--- config.mk ---
export PLATFORM = sky130hd
export DESIGN_NAME = mover_asteroides
export DESIGN_NICKNAME = d
export VERILOG_FILES = /design/src/rtl/mover_asteroides_pkg.sv /design/src/rtl/mover_asteroides_calcula_movimento.sv /design/src/rtl/mover_asteroides.sv
export SDC_FILE = /design/constraint.sdc
export NUM_CORES = 1
export LEC_CHECK = 0
export ABC_AREA = 1
export CORE_MARGIN = 2
export CORE_UTILIZATION = 46
export CTS_CLUSTER_DIAMETER = 60
export DETAILED_ROUTE_END_ITERATION = 8
export GPL_ROUTABILITY_DRIVEN = 0
export GPL_TIMING_DRIVEN = 0
export PLACE_DENSITY = 0.76
export SLEW_MARGIN = 5
export SYNTH_ARGS = -nofsm -noshare
export SYNTH_HDL_FRONTEND = slang
export SYNTH_SLANG_ARGS = --single-unit
export TNS_END_PERCENT = 1
--- constraint.sdc ---
create_clock -name clk -period 1.4 [get_ports clk]
set_input_delay 0.21 -clock clk [delete_from_list [all_inputs] [get_ports clk]]
set_output_delay 0.21 -clock clk [all_outputs]
set_load 0.01 [all_outputs]
--- src/rtl/mover_asteroides_pkg.sv ---
// rtl/mover_asteroides_pkg.sv - shared entry layout, directions and sweep states for the asteroid mover
package pkg_asteroides;

   localparam int LARGURA      = 10;
   localparam int PROFUNDIDADE = 16;

   localparam int X_MSB   = 9;
   localparam int X_LSB   = 6;
   localparam int Y_MSB   = 5;
   localparam int Y_LSB   = 2;
   localparam int DIR_MSB = 1;
   localparam int DIR_LSB = 0;

   localparam logic [1:0] DIR_DIREITA  = 2'b00;
   localparam logic [1:0] DIR_ESQUERDA = 2'b01;
   localparam logic [1:0] DIR_BAIXO    = 2'b10;
   localparam logic [1:0] DIR_CIMA     = 2'b11;

   typedef enum logic [2:0] {
      OCIOSO   = 3'd0,
      LER      = 3'd1,
      ESPERA   = 3'd2,
      ESCREVER = 3'd3,
      FIM      = 3'd4
   } estado_t;

endpackage

--- src/rtl/mover_asteroides_calcula_movimento.sv ---
// rtl/mover_asteroides_calcula_movimento.sv - moves one entry a single cell, saturating at 0 and limite
module calcula_movimento
   import pkg_asteroides::*;
(
   input  logic [LARGURA-1:0] entrada,
   input  logic [3:0]         limite,
   output logic [LARGURA-1:0] saida
);

   logic [3:0] x, y, nx, ny;
   logic [1:0] dir;

   always_comb begin
      x   = entrada[X_MSB:X_LSB];
      y   = entrada[Y_MSB:Y_LSB];
      dir = entrada[DIR_MSB:DIR_LSB];
      nx  = x;
      ny  = y;
      case (dir)
         DIR_DIREITA:  if (x < limite) nx = x + 4'd1;
         DIR_ESQUERDA: if (x != 4'd0)  nx = x - 4'd1;
         DIR_BAIXO:    if (y < limite) ny = y + 4'd1;
         default:      if (y != 4'd0)  ny = y - 4'd1;
      endcase
      saida = {nx, ny, dir};
   end

endmodule

--- src/rtl/mover_asteroides.sv ---
// rtl/mover_asteroides.sv - read-modify-write sweep of the asteroid memory with ship collision detection
module mover_asteroides
   import pkg_asteroides::*;
#(
   parameter logic [3:0] NAVE_X = 4'd7,
   parameter logic [3:0] NAVE_Y = 4'd7,
   parameter logic [3:0] LIMITE = 4'd14
) (
   input  logic        clk,
   input  logic        reset,
   input  logic        iniciar,
   input  logic [4:0]  num_asteroides,
   input  logic [9:0]  q,
   output logic [3:0]  addr,
   output logic        we,
   output logic [9:0]  data,
   output logic        ocupado,
   output logic        pronto,
   output logic        colisao,
   output logic [3:0]  indice_colisao
);

   estado_t    estado;
   logic [3:0] i;
   logic [4:0] n_lat;
   logic [9:0] movido;
   logic       ultimo;
   logic       coincide;

   calcula_movimento u_calcula_movimento (
      .entrada (q),
      .limite  (LIMITE),
      .saida   (movido)
   );

   assign ultimo   = ({1'b0, i} == (n_lat - 5'd1));
   assign coincide = (data[X_MSB:X_LSB] == NAVE_X) && (data[Y_MSB:Y_LSB] == NAVE_Y);

   // Outputs are registered, so we/data are loaded on the edge that enters ESCREVER
   always_ff @(posedge clk or negedge reset) begin
      if (!reset) begin
         estado         <= OCIOSO;
         i              <= 4'd0;
         n_lat          <= 5'd0;
         addr           <= 4'd0;
         we             <= 1'b0;
         data           <= 10'd0;
         ocupado        <= 1'b0;
         pronto         <= 1'b0;
         colisao        <= 1'b0;
         indice_colisao <= 4'd0;
      end else begin
         case (estado)
            OCIOSO: begin
               we <= 1'b0;
               if (iniciar) begin
                  n_lat          <= (num_asteroides > 5'd16) ? 5'd16 : num_asteroides;
                  i              <= 4'd0;
                  addr           <= 4'd0;
                  colisao        <= 1'b0;
                  indice_colisao <= 4'd0;
                  ocupado        <= 1'b1;
                  if (num_asteroides == 5'd0) begin
                     pronto <= 1'b1;
                     estado <= FIM;
                  end else begin
                     estado <= LER;
                  end
               end
            end
            LER: begin
               estado <= ESPERA;
            end
            ESPERA: begin
               data   <= movido;
               we     <= 1'b1;
               estado <= ESCREVER;
            end
            ESCREVER: begin
               we <= 1'b0;
               if (coincide && !colisao) begin
                  colisao        <= 1'b1;
                  indice_colisao <= i;
               end
               if (ultimo) begin
                  pronto <= 1'b1;
                  estado <= FIM;
               end else begin
                  i      <= i + 4'd1;
                  addr   <= i + 4'd1;
                  estado <= LER;
               end
            end
            FIM: begin
               pronto  <= 1'b0;
               ocupado <= 1'b0;
               estado  <= OCIOSO;
            end
            default: begin
               estado <= OCIOSO;
            end
         endcase
      end
   end

endmodule

==> load_flow_metrics.sql, run 1 <==
INSERT INTO impl_metrics (metric_group, metric, value, unit) VALUES
('status', 'outcome', 'complete, but fails checks', ''),
('status', 'violations', 'negative setup slack', ''),
('layout', 'filler_cell_count', '364', ''),
('timing', 'fin_worst_hold_slack', '0.321', 'ns'),
('global_routing', 'first_global_vias', '1589', ''),
('yosys', 'synthesis.area', '1860', 'µm²'),
('yosys', 'synthArstFlopShare', '100', '%'),
('clocking', 'cts_inserted_buffers', '5', ''),
('floorplan', 'top_level_ports', '40', ''),
('floorplan', 'core.rowCount', '23', ''),
('setup_path', 'worst-endpoint-arrival', '1.72', 'ns'),
('timing', 'fmaxAchievable', '0.651', 'GHz'),
('clocking', 'clkLatencyLatePin', '0.29', 'ns'),
('power', 'peakVddDrop', '0.000855', 'V'),
('layout', 'design.final.nets', '325', ''),
('power', 'part_of_the_total_power_dissipated_in_combinational_logic', '49.6', '%'),
('clocking', 'tritoncts', 'done', ''),
('floorplan', 'die_width', '67.5', 'µm'),
('global_routing', 'grt_pass1_wl', '6910', 'µm'),
('routing', 'via_per_inst', '5.03', ''),
('yosys', 'library_cell_occupying_the_most_area_in_the_post_synthesis_netlist', 'sky130_fd_sc_hd__dfrtp_1', ''),
('setup_path', 'cp_data_required_time', '1.58', 'ns'),
('routing', 'detail_route.iter0.violations', '87', ''),
('setup_path', 'crit_end', 'i[2]$_DFFE_PN0P_', ''),
('power', 'share_of_total_power_consumed_by_net_switching', '41.2', '%'),
('routing', 'routedWlPerCell', '11.8', 'µm'),
('power', 'power.switching', '1.96', 'mW'),
('power', 'power.leakage', '1.36', 'nW'),
('timing', 'layout_min_cycle_time', '1.54', 'ns'),
('clocking', 'worst_setup_hold_path_clk_slew', '0.07', 'ns'),
('routing', 'wirelength', '4130', 'µm'),
('floorplan', 'initial_core_util', '47.1', '%'),
('layout', 'antenna_cells', '0', ''),
('timing', 'layout_setup_ws', '-0.136', 'ns'),
('timing', 'report.final.setup_viol', '7', ''),
('run', 'reported_max_cap_violation_count', '0', ''),
('yosys', 'number_of_synthesized_flops_with_an_enable_pin', '0', ''),
('setup_path', 'r2r_setup_slack', '-0.14', 'ns'),
('global_routing', 'grt_max_degree', '31', ''),
('power', 'power_report.internal_total', '2.80', 'mW'),
('clocking', 'tritoncts_num_sinks', '30', ''),
('yosys', 'ys_seq_area_share', '40.5', '%'),
('timing', 'final_clock_skew', '0.00685', 'ns'),
('setup_path', 'reg2reg_to', 'i[2]$_DFFE_PN0P_', ''),
('yosys', 'synthesized_area_per_cell', '7.36', 'µm²'),
('floorplan', 'coreArea', '3940', 'µm²'),
('global_routing', 'initial_antenna_violation_count', '0', ''),
('floorplan', 'die_height', '67.5', 'µm'),
('yosys', 'synth_warnings', '0', ''),
('setup_path', 'cp_max_fo', '2', ''),
('power', 'totalPowerFinal', '4.76', 'mW'),
('placement', 'dp_hpwl', '3070', 'µm'),
('setup_path', 'r2r_cells', '11', ''),
('timing', 'hold_viol', '0', ''),
('yosys', 'post_synth_inst_count', '252', ''),
('placement', 'port_buffers', '37', ''),
('routing', 'antenna_violating_nets_post_route', '0', ''),
('yosys', 'synth_area_leaders', 'sky130_fd_sc_hd__dfrtp_1 (40%), sky130_fd_sc_hd__nand2_1 (15%), sky130_fd_sc_hd__inv_1 (7.1%), sky130_fd_sc_hd__nand3_1 (4.9%), sky130_fd_sc_hd__nor2_1 (4.9%)', ''),
('yosys', 'number_of_flip_flops_and_latches_in_the_synthesized_netlist', '30', ''),
('clocking', 'clockRootBuffer', 'sky130_fd_sc_hd__clkbuf_8', ''),
('power', 'pwr-share-seq', '31.5', '%'),
('power', 'power.clock.fraction', '18.9', '%'),
('yosys', 'postSynth.topFlopCell', 'sky130_fd_sc_hd__dfrtp_1', ''),
('timing', 'slew_headroom', '55.5', '%'),
('yosys', 'dominant_cell_by_count_in_the_synthesized_netlist', 'sky130_fd_sc_hd__nand2_1', ''),
('layout', 'fraction_of_layout_cells_with_a_size_suffix_above_1', '18.6', '%'),
('timing', 'rsz0062_at_grt', 'true', ''),
('global_routing', 'track_usage', '20.6', '%'),
('timing', 'totalNegativeSetupSlack', '-0.636', 'ns'),
('setup_path', 'timing.critical_path.to_type', 'flop', ''),
('yosys', 'synth_top_area_share', '40.5', '%');
[final cells by class]
type	count	area (µm²)	share of cell area, %
Buffer	3	20.0	0.802
Clock buffer	6	82.6	3.31
Clock inverter	1	30.0	1.20
Inverter	42	158	6.31
Multi-Input combinational cell	177	985	39.4
Sequential cell	30	756	30.3
Tap cell	50	62.6	2.51
Timing Repair Buffer	42	404	16.2
[power groups by stage]
stage	Combinational (mW)	Sequential [mW]	Clock, mW
after global routing	2.67	1.53	0.954
after floorplan	1.39	1.58	0
final	2.36	1.50	0.900
after global placement	2.28	1.51	0
after CTS	2.35	1.51	0.914
after detailed placement	2.34	1.52	0
[cells in the final DEF, fill, tap and decap left out, types with 3 or more instances in the layout]
cell type,n
sky130_fd_sc_hd__a21oi_1,7
sky130_fd_sc_hd__a41oi_1,3
sky130_fd_sc_hd__buf_4,4
sky130_fd_sc_hd__clkbuf_8,6
sky130_fd_sc_hd__clkdlybuf4s50_1,11
sky130_fd_sc_hd__dfrtp_1,26
sky130_fd_sc_hd__dfrtp_2,4
sky130_fd_sc_hd__dlygate4sd2_1,17
sky130_fd_sc_hd__dlymetal6s2s_1,8
sky130_fd_sc_hd__ha_1,4
sky130_fd_sc_hd__inv_1,28
sky130_fd_sc_hd__inv_2,14
sky130_fd_sc_hd__nand2_1,66
sky130_fd_sc_hd__nand2_2,6
sky130_fd_sc_hd__nand3_1,16
sky130_fd_sc_hd__nand3_2,3
sky130_fd_sc_hd__nand4_1,3
sky130_fd_sc_hd__nor2_1,22
sky130_fd_sc_hd__nor2_2,3
sky130_fd_sc_hd__nor2_4,4
sky130_fd_sc_hd__o21ai_0,9
sky130_fd_sc_hd__o21ai_1,10
sky130_fd_sc_hd__xor2_1,9
[critical path, cell delays in order, from the launching register on]
cell	delay, ns
sky130_fd_sc_hd__dfrtp_1	0.40
sky130_fd_sc_hd__inv_2	0.08
sky130_fd_sc_hd__ha_4	0.20
sky130_fd_sc_hd__nand2_2	0.07
sky130_fd_sc_hd__inv_2	0.03
sky130_fd_sc_hd__nor2_1	0.08
sky130_fd_sc_hd__nand3_1	0.08
sky130_fd_sc_hd__nor2_2	0.12
sky130_fd_sc_hd__nand2_2	0.09
sky130_fd_sc_hd__buf_4	0.14
sky130_fd_sc_hd__nand4_1	0.07
sky130_fd_sc_hd__nand2_1	0.05
[sequential cells by signal (all words and copies together) (netlist names)]
name            cells
colisao             1
data               10
estado              3
i                   4
indice_colisao      4
n_lat               5
ocupado             1
pronto              1
we                  1
[kinds of logic (layout without fill, tap and decap cells)]
kind of cell	Yosys count	in the layout	synth area share (%)
adders and majority gates	6	6	4.05
buffers and inverters	45	94	9.58
DFF	30	30	40.5
xor gates and xnor gates	9	9	4.25
AOI/OAI and AO/OA	36	36	11.7
and+or+nand+nor	126	126	30.0
[metal layers]
layer  part of all wire (%)  vias up  wire [µm]  track usage (%)
li1                       -      895          -                -
met1                     43      825       1780             24.4
met4                    1.1        0         45             8.67
met2                     51       41       2100             34.8
met3                    4.9        5        202             5.67
met5                      0        -          0                0
[repair_timing]
| action | CTS | global route |
|---|---|---|
| setup endpoints to repair | 36 | 32 |
| hold buffers | 1 | 0 |
| endpoints found under the hold margin | 30 | 0 |
| pin swaps | 7 | 0 |
| buffers inserted | 4 | 0 |
| gates cloned | 0 | 0 |
| gates resized for setup | 31 | 16 |
[stage by stage]
step,area [µm²],utilization (%),std cells,setup WS [ns]
after floorplan,1870,-,252,-0.0354
after global placement,2300,58.4,339,-0.439
after detailed placement,2300,58.3,339,-0.410
after CTS,2460,62.3,351,-0.148
after global routing,2500,63.3,351,-0.206
final,2500,63.3,351,-0.136
[how the worst min path moves through the flow]
stage                                              from  slack (ns)                       endpoint  depth (start not counted)
after floorplan                                   reset       -0.09            colisao$_DFFE_PN0P_                          0
after global placement    indice_colisao[2]$_DFFE_PN0P_        0.46  indice_colisao[2]$_DFFE_PN0P_                          2
after detailed placement                          reset        0.29  indice_colisao[1]$_DFFE_PN0P_                          1
after CTS                                          q[1]        0.31            data[8]$_DFFE_PN0P_                          3
after global routing                               q[1]        0.34            data[8]$_DFFE_PN0P_                          3
final                                              q[1]        0.32            data[8]$_DFFE_PN0P_                          3
Note: power is estimated with default switching activity, not from simulation.
==> inputs of run 2 (changes only) <==
ABC_CLOCK_PERIOD_IN_PS = 1400   (was default)
SKIP_CTS_REPAIR_TIMING = 1   (was default)
==> run 2 against run 1 <==
The run ends with negative hold slack, negative setup slack left. First-iteration DRC count increased by 13%. Global-route usage is 0.67 points lower. Sequential cell count stayed put. Critical path type unchanged. Die area is the same. Non-clock buffer count is 1 lower. Largest power group unchanged. Worst setup slack got worse by 0.025 ns.
==> load_flow_metrics.sql, run 2 (synthesis gave the netlist of run 1 again) <==
INSERT INTO impl_metrics (metric_group, metric, value, unit) VALUES
('status', 'outcome', 'complete, but fails checks', ''),
('status', 'violations', 'negative hold slack, negative setup slack', ''),
('layout', 'final-seq-area', '754', 'µm²'),
('power', 'power_report.internal_total', '2.87', 'mW'),
('layout', 'antenna_cells', '0', ''),
('hold_path', 'min_path_type', 'in -> async', ''),
('global_routing', 'globalRoute.totalOverflow', '0', ''),
('setup_path', 'cp_max_fo', '4', ''),
('floorplan', 'top_level_ports', '40', ''),
('layout', 'number_of_flip_flops_in_the_largest_register', '10', ''),
('timing', 'rsz0062_at_grt', 'true', ''),
('global_routing', 'grt_max_degree', '31', ''),
('routing', 'dr_total_vias', '1765', ''),
('timing', 'layout_setup_ws', '-0.161', 'ns'),
('timing', 'final_clock_skew', '0.00932', 'ns'),
('clocking', 'cts_inserted_buffers', '5', ''),
('layout', 'top_regs', 'data: 10 flops, n_lat: 5 flops', ''),
('run', 'reported_max_cap_violation_count', '0', ''),
('floorplan', 'coreArea', '3940', 'µm²'),
('global_routing', 'initial_antenna_violation_count', '0', ''),
('global_routing', 'track_usage', '19.9', '%'),
('routing', 'routedWlPerCell', '11.6', 'µm'),
('setup_path', 'cp_data_required_time', '1.57', 'ns'),
('clocking', 'number_of_h_tree_levels', '2', ''),
('power', 'part_of_the_total_power_dissipated_in_combinational_logic', '50.3', '%'),
('routing', 'wirelength', '4070', 'µm'),
('floorplan', 'die_area', '4560', 'µm²'),
('layout', 'design.final.nets', '324', ''),
('global_routing', 'grt_pass1_wl', '6710', 'µm'),
('power', 'power.leakage', '1.52', 'nW'),
('setup_path', 'worstPathCellList', 'inv_2 > ha_4 > nor2_1 > nor2_1 > nand3_1 > nor2_2 > nand2_2 > nand2_4 > nand2_2 > nand2_1 > nand2_1', ''),
('setup_path', 'r2r_cells', '11', ''),
('timing', 'fin_worst_hold_slack', '-0.0504', 'ns'),
('timing', 'fin_crit_sh', '112', '%'),
('power', 'pwr-share-seq', '31.1', '%'),
('layout', 'fraction_of_layout_cells_with_a_size_suffix_above_1', '17.7', '%'),
('clocking', 'tritoncts_num_sinks', '30', ''),
('layout', 'layout_commonest_cell', 'sky130_fd_sc_hd__nand2_1', ''),
('routing', 'via_per_inst', '5.04', ''),
('global_routing', 'first_global_vias', '1553', ''),
('timing', 'totalNegativeSetupSlack', '-0.916', 'ns'),
('timing', 'slew_headroom', '55.7', '%'),
('layout', 'max_flop_register', 'data', ''),
('routing', 'antenna_violating_nets_post_route', '0', ''),
('setup_path', 'timing.critical_path.to_type', 'flop', ''),
('layout', 'multiInputGateArea', '980', 'µm²'),
('floorplan', 'core.rowCount', '23', ''),
('timing', 'report.final.setup_viol', '8', ''),
('clocking', 'clkLatencyLatePin', '0.29', 'ns'),
('setup_path', 'worst_setup_path_start_kind', 'flop', ''),
('timing', 'fmaxAchievable', '0.641', 'GHz'),
('layout', 'layout-area-overhead-vs-synth', '37.0', '%'),
('placement', 'port_buffers', '37', ''),
('floorplan', 'initial_core_util', '47.1', '%'),
('placement', 'dp_hpwl', '3070', 'µm'),
('floorplan', 'die_width', '67.5', 'µm'),
('routing', 'drt_first_pass_iters', '4', ''),
('timing', 'tightestPinTransition', '0.664', 'ns'),
('routing', 'remaining_drc_errors', '0', ''),
('layout', 'filler_cell_count', '347', ''),
('layout', 'commonest_cells_after_routing_fill_and_taps_aside', 'sky130_fd_sc_hd__nand2_1 (66), sky130_fd_sc_hd__inv_1 (29), sky130_fd_sc_hd__dfrtp_1 (27), sky130_fd_sc_hd__dlymetal6s2s_1 (24), sky130_fd_sc_hd__nor2_1 (22)', ''),
('timing', 'hold_viol', '30', ''),
('power', 'power.clock.fraction', '18.6', '%'),
('setup_path', 'critPathBufInv', '1', ''),
('placement', 'post-place-ws', '-0.410', 'ns'),
('setup_path', 'worst-endpoint-arrival', '1.73', 'ns'),
('routing', 'detail_route.iter0.violations', '98', ''),
('setup_path', 'reg2reg_to', 'pronto$_DFFE_PN0P_', ''),
('power', 'peakVddDrop', '0.000893', 'V'),
('setup_path', 'worst_path_max_delay_cell', 'sky130_fd_sc_hd__dfrtp_1', ''),
('setup_path', 'crit_path_max_incr_delay', '0.39', 'ns'),
('setup_path', 'r2r_start', 'n_lat[0]$_DFFE_PN0P_', ''),
('setup_path', 'r2r_setup_slack', '-0.16', 'ns'),
('power', 'power.switching', '1.94', 'mW'),
('timing', 'final_report_max_slew_violation_count', '0', ''),
('setup_path', 'timing_worst_setup_path_type', 'reg -> reg', ''),
('clocking', 'clockRootBuffer', 'sky130_fd_sc_hd__clkbuf_8', ''),
('power', 'share_of_total_power_consumed_by_net_switching', '40.4', '%'),
('clocking', 'worst_setup_hold_path_clk_slew', '0.07', 'ns'),
('floorplan', 'die_height', '67.5', 'µm'),
('clocking', 'tritoncts', 'done', ''),
('timing', 'layout_min_cycle_time', '1.56', 'ns'),
('setup_path', 'cell_family_with_most_cp_delay', 'simple AND/OR/NAND/NOR gates', ''),
('clocking', 'ctsLongestPathBuffers', '2', ''),
('power', 'power_density', '1890', 'nW/µm²');
run 2: power groups by stage:
stage	Sequential, mW	Combinational, mW	Clock, mW
2_1_floorplan	1.58	1.39	0
3_3_place_gp	1.51	2.28	0
3_5_place_dp	1.52	2.34	0
4_1_cts	1.51	2.36	0.914
5_1_grt	1.53	2.73	0.952
6_report	1.50	2.42	0.894
run 2: through the flow:
stage / instance area [µm²] / total power, mW / utilization, % / hold slack [ns] / std cells
after floorplan: 1870 / 2.97 / - / -0.0856 / 252
after global placement: 2300 / 3.79 / 58.4 / 0.464 / 339
after detailed placement: 2300 / 3.86 / 58.3 / 0.289 / 339
after CTS: 2410 / 4.78 / 61.2 / -0.0251 / 346
after global routing: 2540 / 5.22 / 64.5 / 0.00979 / 350
final: 2540 / 4.81 / 64.5 / -0.0504 / 350
run 2: routing by layer:
layer,global-route usage (%),share of wire [%]
met1,23.4,42
met2,33.6,51
met3,5.67,5.8
met4,8.67,1.1
met5,0,0
run 2: worst max-delay path by stage:
stage	start	endpoint	slack [ns]	cells past startpoint
4_1_cts	n_lat[0]$_DFFE_PN0P_	pronto$_DFFE_PN0P_	-0.24	12
5_1_grt	n_lat[0]$_DFFE_PN0P_	pronto$_DFFE_PN0P_	-0.24	11
2_1_floorplan	n_lat[0]$_DFFE_PN0P_	pronto$_DFFE_PN0P_	-0.04	12
6_report	n_lat[0]$_DFFE_PN0P_	pronto$_DFFE_PN0P_	-0.16	11
3_3_place_gp	reset	data[8]$_DFFE_PN0P_	-0.44	1
3_5_place_dp	q[2]	data[3]$_DFFE_PN0P_	-0.41	7
run 2: layout make-up:
cell class	instances	area share [%]
Timing Repair Buffer	41	17.9
Multi-Input combinational cell	177	38.5
Sequential cell	30	29.7
Clock buffer	6	3.25
Inverter	42	6.20
Tap cell	50	2.46
Clock inverter	1	1.18
Buffer	3	0.787
